===== src/rtl/tmr_pkg.sv =====
// Shared definitions for the up/down timer counter: TCR bit map, prescale select and FSM states.
// The counter width defaults to 8 unless DATA_WIDTH is defined by the build.
`ifndef DATA_WIDTH
`define DATA_WIDTH 8
`endif

package tmr_pkg;

   localparam int TMR_DW    = `DATA_WIDTH;
   localparam int TMR_DIV_W = 4;

   localparam int TCR_LOAD   = 7;
   localparam int TCR_UD     = 5;
   localparam int TCR_EN     = 4;
   localparam int TCR_CKS_HI = 1;
   localparam int TCR_CKS_LO = 0;

   typedef enum logic [1:0] {
      CKS_DIV2  = 2'b00,
      CKS_DIV4  = 2'b01,
      CKS_DIV8  = 2'b10,
      CKS_DIV16 = 2'b11
   } cks_e;

   typedef enum logic {
      ST_IDLE = 1'b0,
      ST_RUN  = 1'b1
   } cnt_state_e;

endpackage


===== src/rtl/tmr_prescaler.sv =====
// Free-running prescale divider; tick marks the last pclk of each 2**(cks+1) period.
// clear beats freeze, so a load during a debug halt still restarts the period.
module tmr_prescaler
   import tmr_pkg::*;
#(
   parameter int DIV_W = TMR_DIV_W
) (
   input  logic pclk,
   input  logic preset,
   input  logic clear,
   input  logic freeze,
   input  cks_e cks,
   output logic tick
);

   logic [DIV_W-1:0] div_cnt;
   logic [DIV_W-1:0] mask;

   always_ff @(posedge pclk) begin
      if (preset)
         div_cnt <= '0;
      else if (clear)
         div_cnt <= '0;
      else if (!freeze)
         div_cnt <= div_cnt + 1'b1;
   end

   // No clear on cks change: the new divide applies at the next matching count.
   always_comb begin
      mask = '0;
      for (int i = 0; i < DIV_W; i++)
         mask[i] = (i <= int'(cks));
   end

   assign tick = ((div_cnt & mask) == mask);

endmodule


===== src/rtl/tmr_counter.sv =====
// Up/down timer counter with clock-select prescaler, feeding the overflow/underflow comparator.
// Define TMR_CNT_DBG_HALT_EN to add the dbg_halt port that freezes counting for a debugger.
module tmr_counter
   import tmr_pkg::*;
#(
   parameter int DW    = TMR_DW,
   parameter int DIV_W = TMR_DIV_W
) (
   input  logic          pclk,
   input  logic          preset,
   input  logic [DW-1:0] TDR,
   input  logic [DW-1:0] TCR,
`ifdef TMR_CNT_DBG_HALT_EN
   input  logic          dbg_halt,
`endif
   output logic [DW-1:0] TCNT,
   output logic          count_enable,
   output logic          count_up_down
);

   cnt_state_e state;
   logic       load_d;
   logic       load_pulse;
   logic       halt;
   logic       tick;
   logic       en;
   logic       presc_clear;
   logic       unused_tcr;

`ifdef TMR_CNT_DBG_HALT_EN
   assign halt = dbg_halt;
`else
   assign halt = 1'b0;
`endif

   assign en         = TCR[TCR_EN];
   assign load_pulse = TCR[TCR_LOAD] & ~load_d;
   assign unused_tcr = ^{TCR[6], TCR[3:2]};

   // Keep div_cnt at 0 throughout IDLE, including the edge that leaves RUN.
   assign presc_clear = load_pulse | (state == ST_IDLE) |
                        ((state == ST_RUN) & ~en & ~halt);

   tmr_prescaler #(.DIV_W(DIV_W)) u_presc (
      .pclk   (pclk),
      .preset (preset),
      .clear  (presc_clear),
      .freeze (halt),
      .cks    (cks_e'(TCR[TCR_CKS_HI:TCR_CKS_LO])),
      .tick   (tick)
   );

   always_ff @(posedge pclk) begin
      if (preset) begin
         state         <= ST_IDLE;
         load_d        <= 1'b0;
         TCNT          <= '0;
         count_enable  <= 1'b0;
         count_up_down <= 1'b0;
      end else begin
         load_d        <= TCR[TCR_LOAD];
         count_up_down <= TCR[TCR_UD];

         if (!halt) begin
            case (state)
               ST_IDLE: if (en)  state <= ST_RUN;
               ST_RUN:  if (!en) state <= ST_IDLE;
               default:          state <= ST_IDLE;
            endcase
         end

         if (load_pulse) begin
            TCNT         <= TDR;
            count_enable <= 1'b0;
         end else if (halt) begin
            count_enable <= 1'b0;
         end else if ((state == ST_RUN) && tick) begin
            TCNT         <= TCR[TCR_UD] ? TCNT - 1'b1 : TCNT + 1'b1;
            count_enable <= 1'b1;
         end else begin
            count_enable <= 1'b0;
         end
      end
   end

endmodule


===== config.mk =====
export PLATFORM = sky130hd
export DESIGN_NAME = tmr_counter
export DESIGN_NICKNAME = d
export VERILOG_FILES = /design/src/rtl/tmr_pkg.sv /design/src/rtl/tmr_prescaler.sv /design/src/rtl/tmr_counter.sv
export SDC_FILE = /design/constraint.sdc
export NUM_CORES = 1
export LEC_CHECK = 0
export BUFFER_PORTS_ARGS = -buffer_cell sky130_fd_sc_hd__clkbuf_2
export CAP_MARGIN = 20
export CORE_UTILIZATION = 53
export DETAILED_ROUTE_END_ITERATION = 6
export GPL_TIMING_DRIVEN = 0
export HOLD_SLACK_MARGIN = 0.1
export PLACE_DENSITY_LB_ADDON = 0.2
export SLEW_MARGIN = 20
export SYNTH_ARGS = -nofsm -noshare
export SYNTH_HDL_FRONTEND = slang
export SYNTH_SLANG_ARGS = --single-unit

===== constraint.sdc =====
create_clock -name pclk -period 2.8 [get_ports pclk]
set_input_delay 0.28 -clock pclk [delete_from_list [all_inputs] [get_ports pclk]]
set_output_delay 0.28 -clock pclk [all_outputs]
set_load 0.01 [all_outputs]

Yosys cells after proc, flatten, opt, wreduce, memory -nomap -nowiden
Cells that the tools add are included.

Register bits after elaboration: 16. Latch bits: 0. Bits in writable memories: 0. Memory bits (read-only): 0. Output and inout bits: 10. Logic and storage cells: 30. Memories: 0.

$add $sub $neg: 3. $mul: 0. Div/mod/pow operators: 0. Magnitude comparators: 3. Eq/ne operators: 1. Shift-type cells: 0. Mux-type cells: 5. Bitwise gates (word level): 8. Reduce and logical (&&, ||, !) cells: 4.

Operators by type and width (count): $mux W8 (3); $add A8 B1 Y8 const B (1); $sub A8 B1 Y8 const B (1); $add A4 B1 Y4 const B (1); $and A4 B4 Y4 (1); $eq A4 B4 Y1 (1); $le A2 B2 Y1 const A (2); $reduce_or A2 Y1 (2); $not A1 Y1 (3); $and A1 B1 Y1 (2); $le A1 B2 Y1 const A (1); $mux W1 (2); $or A1 B1 Y1 (2); $reduce_bool A2 Y1 (1); $logic_and A1 B1 Y1 (1).

Longest topological paths before layout
Gate-level depths: netlist of the first run.

Word-level depth: 6. Gate-level depth with buffers: 7. Depth with buffers taken out: 7.

By module
Synthesis of the first run repeated with hierarchy kept, for this count alone.

Cell total of the unflattened synthesis: 115. Area total of the unflattened synthesis: 964.7 um^2.

By module, submodules not included: tmr_counter (instances 1, cells an instance 94, area each 770.7 um^2, seq. area each 240.2 um^2); tmr_prescaler (instances 1, cells an instance 21, area each 193.9 um^2, seq. area each 80.1 um^2).

Least setup slack after synthesis of the first run
Ideal clock, no wire load.

Path kind: flip-flop to flip-flop. Start point: register TCNT[0]. End point: register TCNT[6]. Setup time: 0.070 ns. Arrival time: 1.714 ns. Path slack: 1.016 ns. Stages on the path, launching flop included: 8. Buffers on the path: 0. Clock period less this slack: 1.784 ns. Cells stage by stage: dfxtp_1 > inv_1 > fa_1 > nor2b_1 > o31ai_1 > a221o_2 > a2bb2oi_1 > a21oi_1.

Cells in the longest elaborated chain, start to end: 4. Elaborated cells between the ends (all ways): 5. Those cells by class: add/sub: 2; mux: 3.

RTL lines: start, declared (RTL line tmr_counter.sv:16) `output logic [DW-1:0] TCNT,`; start signal, assigned (RTL line tmr_counter.sv:78) `TCNT <= TCR[TCR_UD] ? TCNT - 1'b1 : TCNT + 1'b1;`; $add A8 B1 Y8 / $sub A8 B1 Y8 (equally long branches) (RTL line tmr_counter.sv:78); $mux W8 (*) (RTL line tmr_counter.sv:78); $mux W8 (*) (RTL line tmr_counter.sv:77) `end else if ((state == ST_RUN) && tick) begin`; $mux W8 (*) (RTL line tmr_counter.sv:72) `if (load_pulse) begin`.

Mark *: on every way between the ends. The rest lies on a longest branch, timed or not. The select of a mux whose other input is x is not followed. A chain may end at the register's enable or synchronous reset.

Worst setup path in the final report of the first run
Start point: register TCNT[1]. End point: register TCNT[7].

Same word-level chain as after synthesis.

==> results of run 1 <==
[synth_stat cells (2+ instances only)]
| cell type | n | area (µm²) |
|---|---|---|
| o21ai_0 | 7 | 35.0 |
| o31ai_1 | 2 | 15.0 |
| a21o_1 | 3 | 22.5 |
| inv_1 | 5 | 18.8 |
| dfxtp_1 | 16 | 320 |
| mux2i_1 | 3 | 30.0 |
| xnor2_1 | 6 | 52.6 |
| a21oi_1 | 7 | 35.0 |
| nand3_1 | 2 | 10.0 |
| ha_1 | 7 | 87.6 |
| nand2b_1 | 2 | 12.5 |
| xor2_1 | 2 | 17.5 |
| a211oi_2 | 2 | 25.0 |
| nor2_1 | 7 | 26.3 |
| nor2b_1 | 5 | 31.3 |
[sequential cells by signal, summed over array words and instances, names as in the netlist]
register,count
TCNT,8
u_presc.div_cnt,4
count_enable,1
count_up_down,1
load_d,1
state,1
[kinds of logic (layout without fill, tap and decap cells)]
family          count (synthesis)  after routing  synth area share, %
xor+xnor                        8              8                 7.43
mux                             4              4                 4.38
simple gates                   20             20                 11.0
flops                          16             16                 34.0
compound gates                 35             35                 27.9
fa+ha+maj                       8              8                 11.4
buf+inv                         8             36                 3.98
[power groups by stage]
stage / Sequential, W / Combinational [W] / Clock, W
global placement: 0.000253 / 0.000116 / 0
global route: 0.000249 / 0.000136 / 0.000165
finish: 0.000248 / 0.000122 / 0.000155
detailed placement: 0.000253 / 0.000120 / 0
floorplan: 0.000256 / 0.0000790 / 0
CTS: 0.000248 / 0.000122 / 0.000158
[worst max path at each step]
| stage | end | slack, ns | cells after the start |
|---|---|---|---|
| floorplan | TCNT[6] | 1.02 | 7 |
| global placement | TCNT[7] | 0.81 | 7 |
| detailed placement | TCNT[7] | 0.76 | 7 |
| CTS | TCNT[7] | 0.91 | 6 |
| global route | TCNT[7] | 0.79 | 6 |
| finish | TCNT[7] | 0.90 | 6 |
[worst max-delay path, delay by kind of cell (launching register included)]
family | cells | cell delay (ns)
adders and majority gates | 1 | 0.32
DFF | 1 | 0.35
AOI/OAI and AO/OA | 5 | 1.11
[routing by layer]
layer  wire length [µm]  vias to the layer above  global-route usage, %
li1                   -                      422                      -
met1                883                      400                   29.2
met2                915                       43                   37.6
met3                144                        6                   3.67
met4                 51                        0                   15.2
met5                  0                        -                      0
[final cells by class]
type	instances	area (µm²)	share of cell area, %
Sequential cell	16	320	28.6
Inverter	6	22.5	2.01
Tap cell	16	20.0	1.79
Clock buffer	4	36.3	3.24
Multi-Input combinational cell	75	586	52.3
Timing Repair Buffer	24	120	10.7
Buffer	2	15.0	1.34
[through the flow]
| step | util (%) | setup slack, ns | cell area (µm²) |
|---|---|---|---|
| finish | 71.0 | 0.900 | 1120 |
| detailed placement | 68.7 | 0.762 | 1080 |
| floorplan | - | 1.02 | 943 |
| CTS | 71.0 | 0.911 | 1120 |
| global placement | 68.7 | 0.814 | 1080 |
| global route | 71.0 | 0.791 | 1120 |
==> flow_results.org, run 1 <==
** Clock tree
- CTS hold repair buffers :: 0
- Library cell used as clock root buffer :: clkbuf_4
- Clock-pin slew was measured on the worst setup and hold paths at 0.10 ns.
- Worst-skew pair later-pin latency :: 0.29 ns
- TritonCTS built the clock tree.
- Num CTS Buffers :: 3
- In this run the number of H-tree levels came out at 1.
- Postcts setup bufs :: 0
- Clk sink count :: 16
- Post-cts sizing count :: 0
- Counting along the longest clock path gives a buffer depth of 2.

** Route
- 1st-pass router iterations :: 6
- Drt wl/cell :: 13.9 µm
- The routed layout has 871 vias.
- Wirelength, routed :: 1.99 mm
- DR vias/cell :: 6.09
- Initial detailed-routing violation count :: 24
- Post-detailed-route count of antenna-violating nets :: 0
- In the routed design, unresolved DRC markers number 0.

** Place
- Routability-driven placement finished with a final weighted congestion of 0.814.
- Port buffering added 24 buffers.
- Placed Cells :: 139
- Summed over all nets, the half-perimeter wirelength after detailed placement is 1.44 mm.

** Setup path
- Reg-to-Reg End :: TCNT[7]
- Largest fanout on the critical path :: 3
- The critical path starts at TCNT[1].
- Biggest cell delay along the critical path :: 0.36 ns
- STA classifies the critical path endpoint as a register.
- Signal arrival time at the worst endpoint :: 2.07 ns
- Slowest CP cell :: a2111oi_2
- CP cell instances :: ha_1 > a211oi_2 > o21ai_1 > o221a_2 > a2111oi_2 > a211oi_2
- STA classifies the critical path startpoint as a register.
- Setup slack on the worst reg-to-reg path comes out at 0.90 ns.
- WP data required :: 2.97 ns
- The cell that appears most often on the critical path is a211oi_2.
- Kind of critical path :: reg2reg
- Worst Reg-to-Reg Cells :: 6
- Startpoint of the most critical register-to-register path :: TCNT[1]

** Finish
- At the end of the flow, the number of nets in the layout was 154.
- Fraction of layout instances using a drive strength above 1 :: 29.9%
- Excluding fillers, the count of instances in the completed layout stands at 143.
- Leaving out fill and tap cells, the most frequent cell in the layout is clkbuf_2.
- Filler cells :: 131
- Top library cells by usage in the layout, fill and taps aside :: clkbuf_2, dfxtp_1
- 0 antenna diodes ended up in the layout.
- Relative to the synthesized area, the layout overhead comes to 18.7%.

** Min path
- For hold timing, the worst endpoint is TCNT[1].
- The tightest min-delay check is of the in2reg type.
- Worst hold path stage count :: 3
- Hold path startpoint :: TDR[1]

** GRT
- First-pass GRT wire length :: 3.32 mm
- Global routing finished with a remaining overflow of 0.
- Antenna violations before repair :: 0
- Maximum number of pins on one net before global-route repair :: 11
- Vias in the first global route :: 807
- Global routing used 23.5% of the available tracks across all layers.

** Floorplanning
- For this configuration, the core starts out at a cell density of 59.8%.
- Pin placement for this block handled 28 I/O pins.
- Area of the core region :: 0.00158 mm²
- Die H :: 44.2 µm
- The floorplan step defined a die boundary enclosing 0.00195 mm².
- The initialized floorplan defines 14 standard-cell rows.
- In this run the horizontal extent of the chip is 44.2 µm.

** Power and ir drop
- Comb power frac :: 23.3%
- The analysis attributes to net switching a power of 0.000151 W.
- Areal power density over the cells :: 470 mW/mm²
- Fraction of power spent switching nets :: 28.6%
- Total power of the final layout :: 0.000526 W
- Leakage power :: 0.537 nW
- The internal power of the cells totals 0.000375 W.
- Clock Power Share :: 29.5%
- Relative contribution of sequential cells to total power :: 47.2%
- The worst-case IR drop observed on VDD is 327 µV.

** Synthesis
- Number of distinct library cell variants in the gate-level netlist after synthesis :: 38
- The cell area that synthesis handed to floorplanning was 943 µm².
- Synthesized instance count :: 99
- A synthesized cell averages 9.53 µm².
- Number of warnings printed during yosys synthesis :: 0
- Total of flip-flops plus latches after synthesis :: 16
- Counting every net in the synthesized netlist gives 125.
- The synthesized design contains 0 enable-type register cells.
- Ys flop type :: dfxtp_1
- Post-synthesis async set-or-reset flop share :: 0%
- Register area share after synthesis :: 34.0%

** STA
- Setup repair after global routing left no endpoint under its margin.
- Across all hold checks on the routed design, the worst slack comes to 0.211 ns.
- The final hold violation count is 0.
- Final period util :: 67.9%
- Setup violations remaining at the end of the flow were counted as 0.
- The clock period could shrink to 1.90 ns.
- Measured against its own limit, the worst slew margin works out to 64.5%.
- The clock arrives with 0.00575 ns of skew.
- TNS Setup :: 0 ns
- The final count of pins violating max slew was 0.
- For the pin with the worst max-slew slack, the measured transition is 0.532 ns.
- For this run, the top clock speed supported by timing is 526 MHz.

** Outcome
- The flow ran to the end, and the final reports show no timing, DRC or antenna violations.

** Run
- The tool flagged a number of max-cap violations equal to 0.
Power figures use the tool's default switching activity.
==> run 2: changes to the inputs <==
--- a/config.mk
+++ b/config.mk
@@ -7,7 +7,7 @@
 export LEC_CHECK = 0
 export BUFFER_PORTS_ARGS = -buffer_cell sky130_fd_sc_hd__clkbuf_2
 export CAP_MARGIN = 20
-export CORE_UTILIZATION = 53
+export CORE_UTILIZATION = 50
 export DETAILED_ROUTE_END_ITERATION = 6
 export GPL_TIMING_DRIVEN = 0
 export HOLD_SLACK_MARGIN = 0.1
==> constraint.sdc (replaced) <==
create_clock -name pclk -period 1.8 [get_ports pclk]
set_input_delay 0.18 -clock pclk [delete_from_list [all_inputs] [get_ports pclk]]
set_output_delay 0.18 -clock pclk [all_outputs]
set_load 0.01 [all_outputs]
==> flow_results.org, run 2 (same netlist as run 1, synthesis figures left out) <==
** STA
- TNS Setup :: 0 ns (unchanged)
- The relative max-transition margin is 57.9% (was 64.5%).
- Number of hold-slack violations in the final timing report :: 0 (unchanged)
- The worst setup margin is 0.0709 ns (was 0.900 ns).
- The clock tree skew after final layout is 0.00992 ns (was 0.00575 ns).
- Final hold slack :: 0.132 ns (was 0.211 ns)
- Maximum operating frequency :: 578 MHz (was 526 MHz)
- Final period util :: 96.1% (was 67.9%)
- The number of setup violations in the final report is 0 (unchanged).
- The slew at the pin closest to its max-slew limit was 0.630 ns (was 0.532 ns).
- Unrepaired setup endpoints after global routing: false (unchanged).
- The minimum period implied by the final worst setup slack was 1.73 ns (was 1.90 ns).
- The final count of pins violating max slew is 0 (unchanged).

** Setup path
- Reg-to-Reg End :: TCNT[7] (unchanged)
- Register-to-register setup slack :: 0.07 ns (was 0.90 ns)
- CP endpoint kind :: register (unchanged)
- Largest fanout on the critical path :: 3 (unchanged)
- The critical path launch point type was a register (unchanged).
- Worst Reg-to-Reg Cells :: 6 (unchanged)
- WP data required :: 1.99 ns (was 2.97 ns)
- The path type of the worst setup path is reg2reg (unchanged).
- Startpoint of the most critical register-to-register path :: TCNT[1] (unchanged)
- The worst endpoint data arrival time was 1.92 ns (was 2.07 ns).

** Clock tree
- The clock transition time at the flip-flop clock pins of the worst setup and hold paths was 0.10 ns (about the same).
- The number of sinks handled by clock tree synthesis was 16 (unchanged).
- CTS Buffer Depth :: 2 (unchanged)
- The number of buffers inserted during clock tree synthesis came to 3 (unchanged).
- Library cell used as clock root buffer :: clkbuf_4 (unchanged)
- The deepest level of the CTS H-tree came to 1 (unchanged).
- The clock latency on the worst-skew pair came to 0.30 ns (was 0.29 ns).
- TritonCTS clock tree :: built (unchanged)

** Finish
- Non-filler instance count after layout :: 155 (was 143)
- The proportion of layout cells with a drive suffix above 1 was 35.4% (was 29.9%).
- The most common library cell in the layout ignoring fill and taps was clkbuf_2 (unchanged).
- Register area :: 323 µm² (was 320 µm²)
- Top Registers: TCNT (8), u_presc.div_cnt (4) (unchanged).
- Top library cells by usage in the layout, fill and taps aside :: clkbuf_2, dfxtp_1, o21ai_0, nor2_1, a21oi_1 (was clkbuf_2, dfxtp_1)
- Final #Nets :: 157 (was 154)
- The synthesis-to-layout area growth came to 26.4% (was 18.7%).
- Filler cells :: 156 (was 131)
- The number of inserted diodes came to 0 (unchanged).
- Register with the highest flop count :: TCNT (unchanged)
- The area of the multi-input gates was 619 µm² (was 586 µm²).
- Number of flip-flops in the largest register :: 8 (unchanged)

** Route
- Initial detailed-routing violation count :: 5 (was 24)
- The via count of the routed design is 844 (was 871).
- DRC Markers :: 0 (unchanged)
- DR vias/cell :: 5.45 (was 6.09)
- The wire length after detailed routing was 2.01 mm (was 1.99 mm).
- The first-pass detailed-route iteration total came to 4 (was 6).
- The number of nets still failing antenna checks after routing was 0 (unchanged).
- The final routed wire length divided by cell count came to 13.0 µm (was 13.9 µm).

** Outcome
- Result of the run :: completed (unchanged)

** GRT
- Antenna violations before repair :: 0 (unchanged)
- GRT Total Usage :: 22.0% (was 23.5%)
- The number of global-route vias before repair was 753 (was 807).
- The wire length of the first global-routing pass came to 3.17 mm (was 3.32 mm).
- GR Overflow Total :: 0 (unchanged)
- The largest net degree at the start of global routing is 11 (unchanged).

** Place
- Worst slack at placement :: -0.117 ns (was 0.762 ns)
- The number of I/O port buffers came to 24 (unchanged).
- The routability congestion estimate is 0.845 (was 0.814).
- Placed Cells :: 148 (was 139)
- The final HPWL from detailed placement is 1.43 mm (was 1.44 mm).

** Floorplanning
- The core region area came to 0.00175 mm² (was 0.00158 mm²).
- The height of the die is 45.4 µm (was 44.2 µm).
- The starting utilization of the core area was 54.1% (was 59.8%).
- Count of boundary I/O pins :: 28 (unchanged)
- The overall die width was 45.4 µm (was 44.2 µm).
- Die Outline Area :: 0.00206 mm² (was 0.00195 mm²)
- Num rows :: 15 (was 14)

** Min path
- The worst-case hold path end point is state (was TCNT[1]).
- Worst hold path stage count :: 2 (was 3)
- The path class of the lowest-slack min-delay path is in2reg (unchanged).
- Hold path startpoint :: TCR[4] (was TDR[1])

** Power and ir drop
- Total power of the final layout :: 0.000840 W (was 0.000526 W)
- Areal power density over the cells :: 704 mW/mm² (was 470 mW/mm²)
- The leakage component of the power came to 0.556 nW (was 0.537 nW).
- Max VDD drop :: 513 µV (was 327 µV)

** Run
- Max-capacitance violation count :: 0 (unchanged)
run 2: worst max-delay path, stage by stage, from the launching register on:
cell	delay, ns
dfxtp_2	0.34
ha_1	0.30
a211oi_2	0.23
o21ai_2	0.11
o221a_2	0.31
a2111oi_4	0.29
a211oi_2	0.05
run 2: final cells by class:
| type | count | area share (%) |
|---|---|---|
| multi-input cells | 75 | 51.9 |
| clock buffers | 4 | 3.04 |
| well taps | 25 | 2.62 |
| flip-flops and latches | 16 | 27.1 |
| inverters | 6 | 1.89 |
| plain buffers | 2 | 1.26 |
| repair buffers | 27 | 12.2 |
run 2: routing by layer:
| metal | vias to the layer above | part of all wire [%] | GRT usage (%) | wire, µm |
|---|---|---|---|---|
| li1 | 430 | - | - | - |
| met1 | 392 | 47 | 28.3 | 946 |
| met2 | 18 | 48 | 34.6 | 961 |
| met3 | 4 | 3.5 | 4.76 | 70 |
| met4 | 0 | 1.5 | 10.9 | 31 |
| met5 | - | 0 | 0 | 0 |
run 2: power breakdown:
part	internal (W)	switching, W
logic	0.000104	0.000105
registers	0.000372	0.0000143
clock network	0.000123	0.000121
total	0.000599	0.000241
run 2: metrics by stage:
step	utilization, %	area [µm²]
floorplan	-	943
global placement	62.7	1090
detailed placement	62.7	1090
CTS	66.5	1160
global route	68.3	1190
finish	68.3	1190
run 2: timing repair:
action                                 in CTS  in global routing
hold buffers                                1                  0
pin swaps                                   1                  3
buffers inserted                            0                  2
setup endpoints to repair                   2                  2
endpoints found under the hold margin       1                  0
gates resized for setup                     4                  3
run 2: how the worst max path moves through the flow:
stage / start / end / slack [ns] / cells past startpoint
finish: TCNT[1] / TCNT[7] / 0.07 / 6
global route: TCNT[1] / TCNT[7] / 0.0009 / 6
CTS: TCNT[2] / TCNT[7] / 0.006 / 6
detailed placement: TCR[5] / TCNT[6] / -0.12 / 8
global placement: TCR[5] / TCNT[6] / -0.11 / 8
floorplan: TCNT[0] / TCNT[6] / 0.02 / 7
